### src/rtl/pipe_hazard_ctrl_pkg.sv
// Shared constants and types for the pipeline stall/flush sequencer.
// The hazard comparator and the forwarding logic share the register-address width.
package pipe_hazard_ctrl_pkg;

    localparam int REG_ADDR_W  = 3;
    localparam int STALL_CNT_W = 16;
    localparam int CNT_W       = 4;

    typedef enum logic [1:0] {
        ST_RUN        = 2'd0,
        ST_LOAD_STALL = 2'd1,
        ST_FLUSH      = 2'd2
    } ctrl_state_e;

    typedef struct packed {
        logic pc_write;
        logic ifid_write;
        logic ifid_flush;
        logic idex_write;
        logic idex_bubble;
        logic exmem_write;
    } ctrl_en_t;

endpackage

### src/rtl/pipe_hazard_ctrl_if.sv
// Hazard inputs from the pipeline and enable/flush strobes back to its registers.
// The slave side is the sequencer. The master side is the pipeline or the bench.
interface pipe_hazard_ctrl_if;
    import pipe_hazard_ctrl_pkg::*;

    logic [REG_ADDR_W-1:0]  id_rs1;
    logic [REG_ADDR_W-1:0]  id_rs2;
    logic                   id_uses_rs2;
    logic                   ex_memread;
    logic [REG_ADDR_W-1:0]  ex_rd;
    logic                   branch_taken;
    logic                   dmem_busy;
    logic                   pc_write;
    logic                   ifid_write;
    logic                   ifid_flush;
    logic                   idex_write;
    logic                   idex_bubble;
    logic                   exmem_write;
    logic [1:0]             ctrl_state;
    logic [STALL_CNT_W-1:0] stall_cnt;

    // No valid/ready handshake: the hazard inputs are level signals sampled every cycle.
    // The strobes answer combinationally in the same cycle.
    modport master (
        output id_rs1, id_rs2, id_uses_rs2, ex_memread, ex_rd, branch_taken, dmem_busy,
        input  pc_write, ifid_write, ifid_flush, idex_write, idex_bubble, exmem_write,
        input  ctrl_state, stall_cnt
    );

    modport slave (
        input  id_rs1, id_rs2, id_uses_rs2, ex_memread, ex_rd, branch_taken, dmem_busy,
        output pc_write, ifid_write, ifid_flush, idex_write, idex_bubble, exmem_write,
        output ctrl_state, stall_cnt
    );

endinterface

### src/rtl/pipe_hazard_ctrl_hazard_detect.sv
// Combinational load-use comparator between the load in EX and the sources in ID.
// It is kept standalone so that the forwarding unit can reuse it.
module pipe_hazard_ctrl_hazard_detect
    import pipe_hazard_ctrl_pkg::*;
#(
    parameter int R0_HARDWIRED = 1
) (
    input  logic [REG_ADDR_W-1:0] rs1_i,
    input  logic [REG_ADDR_W-1:0] rs2_i,
    input  logic                  uses_rs2_i,
    input  logic                  memread_i,
    input  logic [REG_ADDR_W-1:0] rd_i,
    output logic                  load_use_o
);

    logic rd_is_r0;
    logic src_match;

    assign rd_is_r0   = (R0_HARDWIRED != 0) && (rd_i == '0);
    assign src_match  = (rd_i == rs1_i) || (uses_rs2_i && (rd_i == rs2_i));
    assign load_use_o = memread_i && src_match && !rd_is_r0;

endmodule

### src/rtl/pipe_hazard_ctrl.sv
// Stall/flush sequencer for the 5-stage core. It handles load-use bubbles, taken-branch flushes
// and data-memory freezes. The priority order is dmem_busy, then branch_taken, then load_use.
module pipe_hazard_ctrl
    import pipe_hazard_ctrl_pkg::*;
#(
    parameter int LOAD_STALL_CYCLES = 1,
    parameter int FLUSH_CYCLES      = 1,
    parameter int R0_HARDWIRED      = 1
) (
    input  logic               CLK,
    input  logic               Reset,
    pipe_hazard_ctrl_if.slave  hz
);

    ctrl_state_e            state_q, state_d;
    logic [CNT_W-1:0]       cnt_q, cnt_d;
    logic [STALL_CNT_W-1:0] stall_cnt_q, stall_cnt_d;
    logic                   load_use;
    ctrl_en_t               en;

    pipe_hazard_ctrl_hazard_detect #(.R0_HARDWIRED(R0_HARDWIRED)) u_hazard_detect (
        .rs1_i      (hz.id_rs1),
        .rs2_i      (hz.id_rs2),
        .uses_rs2_i (hz.id_uses_rs2),
        .memread_i  (hz.ex_memread),
        .rd_i       (hz.ex_rd),
        .load_use_o (load_use)
    );

    always_ff @(posedge CLK or posedge Reset) begin
        if (Reset) begin
            state_q     <= ST_RUN;
            cnt_q       <= '0;
            stall_cnt_q <= '0;
        end else begin
            state_q     <= state_d;
            cnt_q       <= cnt_d;
            stall_cnt_q <= stall_cnt_d;
        end
    end

    // A frozen cycle holds both the state and the counter, so the sequence resumes where it stopped.
    always_comb begin
        state_d = state_q;
        cnt_d   = cnt_q;
        if (!hz.dmem_busy) begin
            if (hz.branch_taken) begin
                if (FLUSH_CYCLES > 1) begin
                    state_d = ST_FLUSH;
                    cnt_d   = CNT_W'(FLUSH_CYCLES - 1);
                end else begin
                    state_d = ST_RUN;
                    cnt_d   = '0;
                end
            end else begin
                case (state_q)
                    ST_RUN: begin
                        if (load_use && (LOAD_STALL_CYCLES > 1)) begin
                            state_d = ST_LOAD_STALL;
                            cnt_d   = CNT_W'(LOAD_STALL_CYCLES - 1);
                        end
                    end
                    ST_LOAD_STALL, ST_FLUSH: begin
                        if (cnt_q == CNT_W'(1)) begin
                            state_d = ST_RUN;
                            cnt_d   = '0;
                        end else begin
                            cnt_d = cnt_q - CNT_W'(1);
                        end
                    end
                    default: begin
                        state_d = ST_RUN;
                        cnt_d   = '0;
                    end
                endcase
            end
        end
        stall_cnt_d = stall_cnt_q;
        if (!en.pc_write && (stall_cnt_q != '1)) begin
            stall_cnt_d = stall_cnt_q + STALL_CNT_W'(1);
        end
    end

    always_comb begin
        en = '0;
        if (Reset || hz.dmem_busy) begin
            en = '0;
        end else if (hz.branch_taken || (state_q == ST_FLUSH)) begin
            en = '{pc_write: 1'b1, ifid_write: 1'b1, ifid_flush: 1'b1,
                   idex_write: 1'b1, idex_bubble: 1'b1, exmem_write: 1'b1};
        end else if ((state_q == ST_LOAD_STALL) || load_use) begin
            en = '{pc_write: 1'b0, ifid_write: 1'b0, ifid_flush: 1'b0,
                   idex_write: 1'b1, idex_bubble: 1'b1, exmem_write: 1'b1};
        end else begin
            en = '{pc_write: 1'b1, ifid_write: 1'b1, ifid_flush: 1'b0,
                   idex_write: 1'b1, idex_bubble: 1'b0, exmem_write: 1'b1};
        end
    end

    assign hz.pc_write    = en.pc_write;
    assign hz.ifid_write  = en.ifid_write;
    assign hz.ifid_flush  = en.ifid_flush;
    assign hz.idex_write  = en.idex_write;
    assign hz.idex_bubble = en.idex_bubble;
    assign hz.exmem_write = en.exmem_write;
    assign hz.ctrl_state  = state_q;
    assign hz.stall_cnt   = stall_cnt_q;

endmodule

### src/flat_wrapper.sv
// flat-port wrapper written by rule: the top's interface ports become plain ports
module pipe_hazard_ctrl_flat import pipe_hazard_ctrl_pkg::*;
#(
    parameter int LOAD_STALL_CYCLES = 1,
    parameter int FLUSH_CYCLES      = 1,
    parameter int R0_HARDWIRED      = 1
)
  (CLK, Reset, hz_id_rs1, hz_id_rs2, hz_id_uses_rs2, hz_ex_memread, hz_ex_rd, hz_branch_taken, hz_dmem_busy, hz_pc_write, hz_ifid_write, hz_ifid_flush, hz_idex_write, hz_idex_bubble, hz_exmem_write, hz_ctrl_state, hz_stall_cnt);
  pipe_hazard_ctrl_if hz_i ();
  input  logic CLK;
  input  logic Reset;
  input wire logic [$bits(hz_i.id_rs1)-1:0] hz_id_rs1;
  input wire logic [$bits(hz_i.id_rs2)-1:0] hz_id_rs2;
  input wire logic [$bits(hz_i.id_uses_rs2)-1:0] hz_id_uses_rs2;
  input wire logic [$bits(hz_i.ex_memread)-1:0] hz_ex_memread;
  input wire logic [$bits(hz_i.ex_rd)-1:0] hz_ex_rd;
  input wire logic [$bits(hz_i.branch_taken)-1:0] hz_branch_taken;
  input wire logic [$bits(hz_i.dmem_busy)-1:0] hz_dmem_busy;
  output wire logic [$bits(hz_i.pc_write)-1:0] hz_pc_write;
  output wire logic [$bits(hz_i.ifid_write)-1:0] hz_ifid_write;
  output wire logic [$bits(hz_i.ifid_flush)-1:0] hz_ifid_flush;
  output wire logic [$bits(hz_i.idex_write)-1:0] hz_idex_write;
  output wire logic [$bits(hz_i.idex_bubble)-1:0] hz_idex_bubble;
  output wire logic [$bits(hz_i.exmem_write)-1:0] hz_exmem_write;
  output wire logic [$bits(hz_i.ctrl_state)-1:0] hz_ctrl_state;
  output wire logic [$bits(hz_i.stall_cnt)-1:0] hz_stall_cnt;
  assign hz_i.id_rs1 = hz_id_rs1;
  assign hz_i.id_rs2 = hz_id_rs2;
  assign hz_i.id_uses_rs2 = hz_id_uses_rs2;
  assign hz_i.ex_memread = hz_ex_memread;
  assign hz_i.ex_rd = hz_ex_rd;
  assign hz_i.branch_taken = hz_branch_taken;
  assign hz_i.dmem_busy = hz_dmem_busy;
  assign hz_pc_write = hz_i.pc_write;
  assign hz_ifid_write = hz_i.ifid_write;
  assign hz_ifid_flush = hz_i.ifid_flush;
  assign hz_idex_write = hz_i.idex_write;
  assign hz_idex_bubble = hz_i.idex_bubble;
  assign hz_exmem_write = hz_i.exmem_write;
  assign hz_ctrl_state = hz_i.ctrl_state;
  assign hz_stall_cnt = hz_i.stall_cnt;
  pipe_hazard_ctrl #(.LOAD_STALL_CYCLES(LOAD_STALL_CYCLES), .FLUSH_CYCLES(FLUSH_CYCLES), .R0_HARDWIRED(R0_HARDWIRED)) u_core (.CLK(CLK), .Reset(Reset), .hz(hz_i));
endmodule
### config.mk
export PLATFORM = sky130hd
export DESIGN_NAME = pipe_hazard_ctrl_flat
export DESIGN_NICKNAME = d
export VERILOG_FILES = /design/src/rtl/pipe_hazard_ctrl_pkg.sv /design/src/rtl/pipe_hazard_ctrl_if.sv /design/src/rtl/pipe_hazard_ctrl_hazard_detect.sv /design/src/rtl/pipe_hazard_ctrl.sv /design/src/flat_wrapper.sv
export SDC_FILE = /design/constraint.sdc
export NUM_CORES = 1
export LEC_CHECK = 0
export CORE_UTILIZATION = 43
export DETAILED_ROUTE_END_ITERATION = 10
export PLACE_DENSITY_LB_ADDON = 0.05
export SLEW_MARGIN = 20
export SYNTH_ARGS = -nofsm -noshare
export SYNTH_HDL_FRONTEND = slang
export SYNTH_SLANG_ARGS = --single-unit
### constraint.sdc
create_clock -name CLK -period 2.4 [get_ports CLK]
set_input_delay 0.24 -clock CLK [delete_from_list [all_inputs] [get_ports CLK]]
set_output_delay 0.24 -clock CLK [all_outputs]
set_load 0.01 [all_outputs]
==> results.ini <==
[clock_tree]
post_cts_resized=0
root_buffer=clkbuf_4
cts.sinks=16
htree_levels=1
cts_buffers=3
clk_latency_ps=280
postCtsHoldBufs=0
max-clock-path-buffers=2
clkTransAtPathRegs_ps=100
cts_tree=built
post_cts_buffers=0

[layout]
nets=151
antenna_cells=0
largest_reg_flops=16
drive_above_1_share_pct=12.69
area_delta_synth_final_pct=41.74
final_cells=162

[yosys]
synth.avg_cell_area_um2=10.34
synth-seq-cells=16
synth_compound_area_share_pct=5.549
yosys-mux-area-fraction_pct=2.270
synthArstFlopShare_pct=100.0
synth-simple-area-share_pct=27.99
synth.top_cell.area_share_pct=40.35
synth_top_family_by_area=simple AND/OR/NAND/NOR gates
synth_area_leaders=dfrtp_1 40%, xor2_1 13%, xnor2_1 4.4%
netlist_area_um2=992.2
synth_top_area_cell=dfrtp_1
synth_warnings=0
netlist_instances=96
synth_edf_count=0
ys_types=30
synth_xor_area_share_pct=17.65
ys_seq_area_share_pct=40.35
ys.flop_type=dfrtp_1
synthAdderAreaFrac_pct=1.261

[sta]
timing.final.crit_period_ps=2305
worst_pin_slew_ps=620.5
rsz0062_at_grt=false
maxSlewViolCount=0
setup-tns-final_ps=0
hold_viol_final=0
fin_skew_ps=7.583
slew_headroom_pct=58.58
fmax_ghz=0.4338
period_share_pct=96.05
setup_viol=0

[place]
dp_hpwl_um=1499
port_buffers=36
gp_congestion=0.7308
placedCellCount=158

[global_route]
grt_usage_pct=18.12
grt_pass1_vias=844
overflow=0
grt_max_degree=17
grt_pass1_wl_um=3512
antenna_found_initial=0

[worst_hold_path]
min-delay-path-class=in -> async

[die]
initial_utilization_pct=45.29
die_x_um=50.04
rows=17
ios=39
fp.dieH_um=50.04
coreArea_mm2=0.002191
dieArea_mm2=0.002504

[drt]
first_pass_iters=4
wire_per_inst_um=11.94
ant_nets=0
vias=794
routed_wl_um=1934
drt-vias-per-instance=4.901
drc=0
drt-initial-drc-count=4

[setup_path]
cp.depth=5
critPathSlowestCell=clkdlybuf4s50_1
critPathCaptureType=output port
slowest_delay_ps=550
crit_path_start_kind=input pin
crit_type=in -> out
cp_data_required_time_ps=2160
path_cells=clkdlybuf4s50_1 -> or3_1 -> and3b_4 -> a21boi_4 -> clkdlybuf4s50_1
path_buf_inv=2
r2r_cells=6
crit_path_frequent_cell=clkdlybuf4s50_1
cp_top_family=buffers and inverters
crit_arrival_ps=2070
critPathMaxFanout=3

[outcome]
status=finished clean

[run]
drv_cap=0

[power]
p_leak_nw=0.5896
powerDensity_mw_per_mm2=916.4
ir_drop_mv=0.7818

==> final timing paths <==
kind,startpoint,endpoint,slack (ps)
max reg2reg,u_core.hz.stall_cnt[0],u_core.hz.stall_cnt[1],290
min,Reset,u_core.hz.stall_cnt[3],380
min reg2reg,u_core.hz.stall_cnt[11],u_core.hz.stall_cnt[11],500
max,hz_ex_rd[0],hz_pc_write,90
min in group CLK,u_core.hz.stall_cnt[11],u_core.hz.stall_cnt[11],500
max in group asynchronous,Reset,u_core.hz.stall_cnt[13],1610
==> logic make-up (layout without fill, tap and decap cells) <==
group | count (synthesis) | after routing
AND/OR/NAND/NOR | 45 | 45
XOR/XNOR | 20 | 20
flip-flops | 16 | 16
buffers and inverters | 6 | 43
AO/OA/AOI/OAI | 5 | 5
multiplexers | 2 | 2
adder cells (fa/ha/maj) | 1 | 1
other | 1 | 2
==> Yosys cell counts (2+ instances only) <==
| cell | number |
|---|---|
| or2_1 | 2 |
| mux2_1 | 2 |
| xnor2_1 | 5 |
| dfrtp_1 | 16 |
| buf_4 | 4 |
| xor2_1 | 15 |
| nand4_1 | 5 |
| nand3_1 | 3 |
| nor3_2 | 4 |
| nor3_1 | 5 |
| nand2_1 | 7 |
| nor2_1 | 10 |
==> final cells by class <==
type	instances	area [um^2]
clock buffer	4	36.28
fill	207	784.5
inverter	1	3.754
multi-input combinational	75	550.5
sequential	16	400.4
tap	28	35.03
timing repair buffer	38	380.4
==> power by group <==
part	internal, mW	leakage, nW	total [mW]	switching, mW
clock	0.0922	0.0210	0.176	0.0841
combinational	0.336	0.391	0.577	0.241
sequential	0.381	0.178	0.536	0.155
total	0.808	0.590	1.29	0.480
==> layer usage <==
layer,vias up,wire length (um),global-route usage (%),share of wire (%)
met4,0,14,7.143,0.72
met1,365,872,23.02,45
met2,27,960,29.11,50
li1,400,-,-,-
met3,2,86,4.321,4.4
met5,-,0,0,0
==> through the flow <==
stage | worst slack, ps | total power [mW] | hold WS, ps | util [%] | cell area, um^2
after detailed placement | 74.55 | 1.123 | 483.6 | 62.31 | 1365
after global routing | 11.39 | 1.383 | 439.2 | 64.19 | 1406
after CTS | 74.14 | 1.304 | 408.7 | 63.96 | 1401
after global placement | 106.0 | 1.108 | 483.1 | 62.31 | 1365
final | 94.81 | 1.289 | 383.8 | 64.19 | 1406
after floorplan | 427.8 | 0.8093 | 153.7 | - | 996.0
==> worst register-to-register path, cell delays in order, from the launching register on <==
cell and delay (ps):
dfrtp_1 440, ha_1 250, nand3_4 140, or2_1 280, o221a_4 260, nor2_4 280, mux2_1 350
==> cell usage in the layout, fill, tap and decap left out, drive strengths merged, types with 4 or more instances in the layout <==
cell and n:
clkbuf 4, clkdlybuf4s50 34, dfrtp 16, nand2 7, nand3 4, nand4 5
nor2 11, nor3 9, xnor2 5, xor2 15
(Power assumes the default switching activity.)
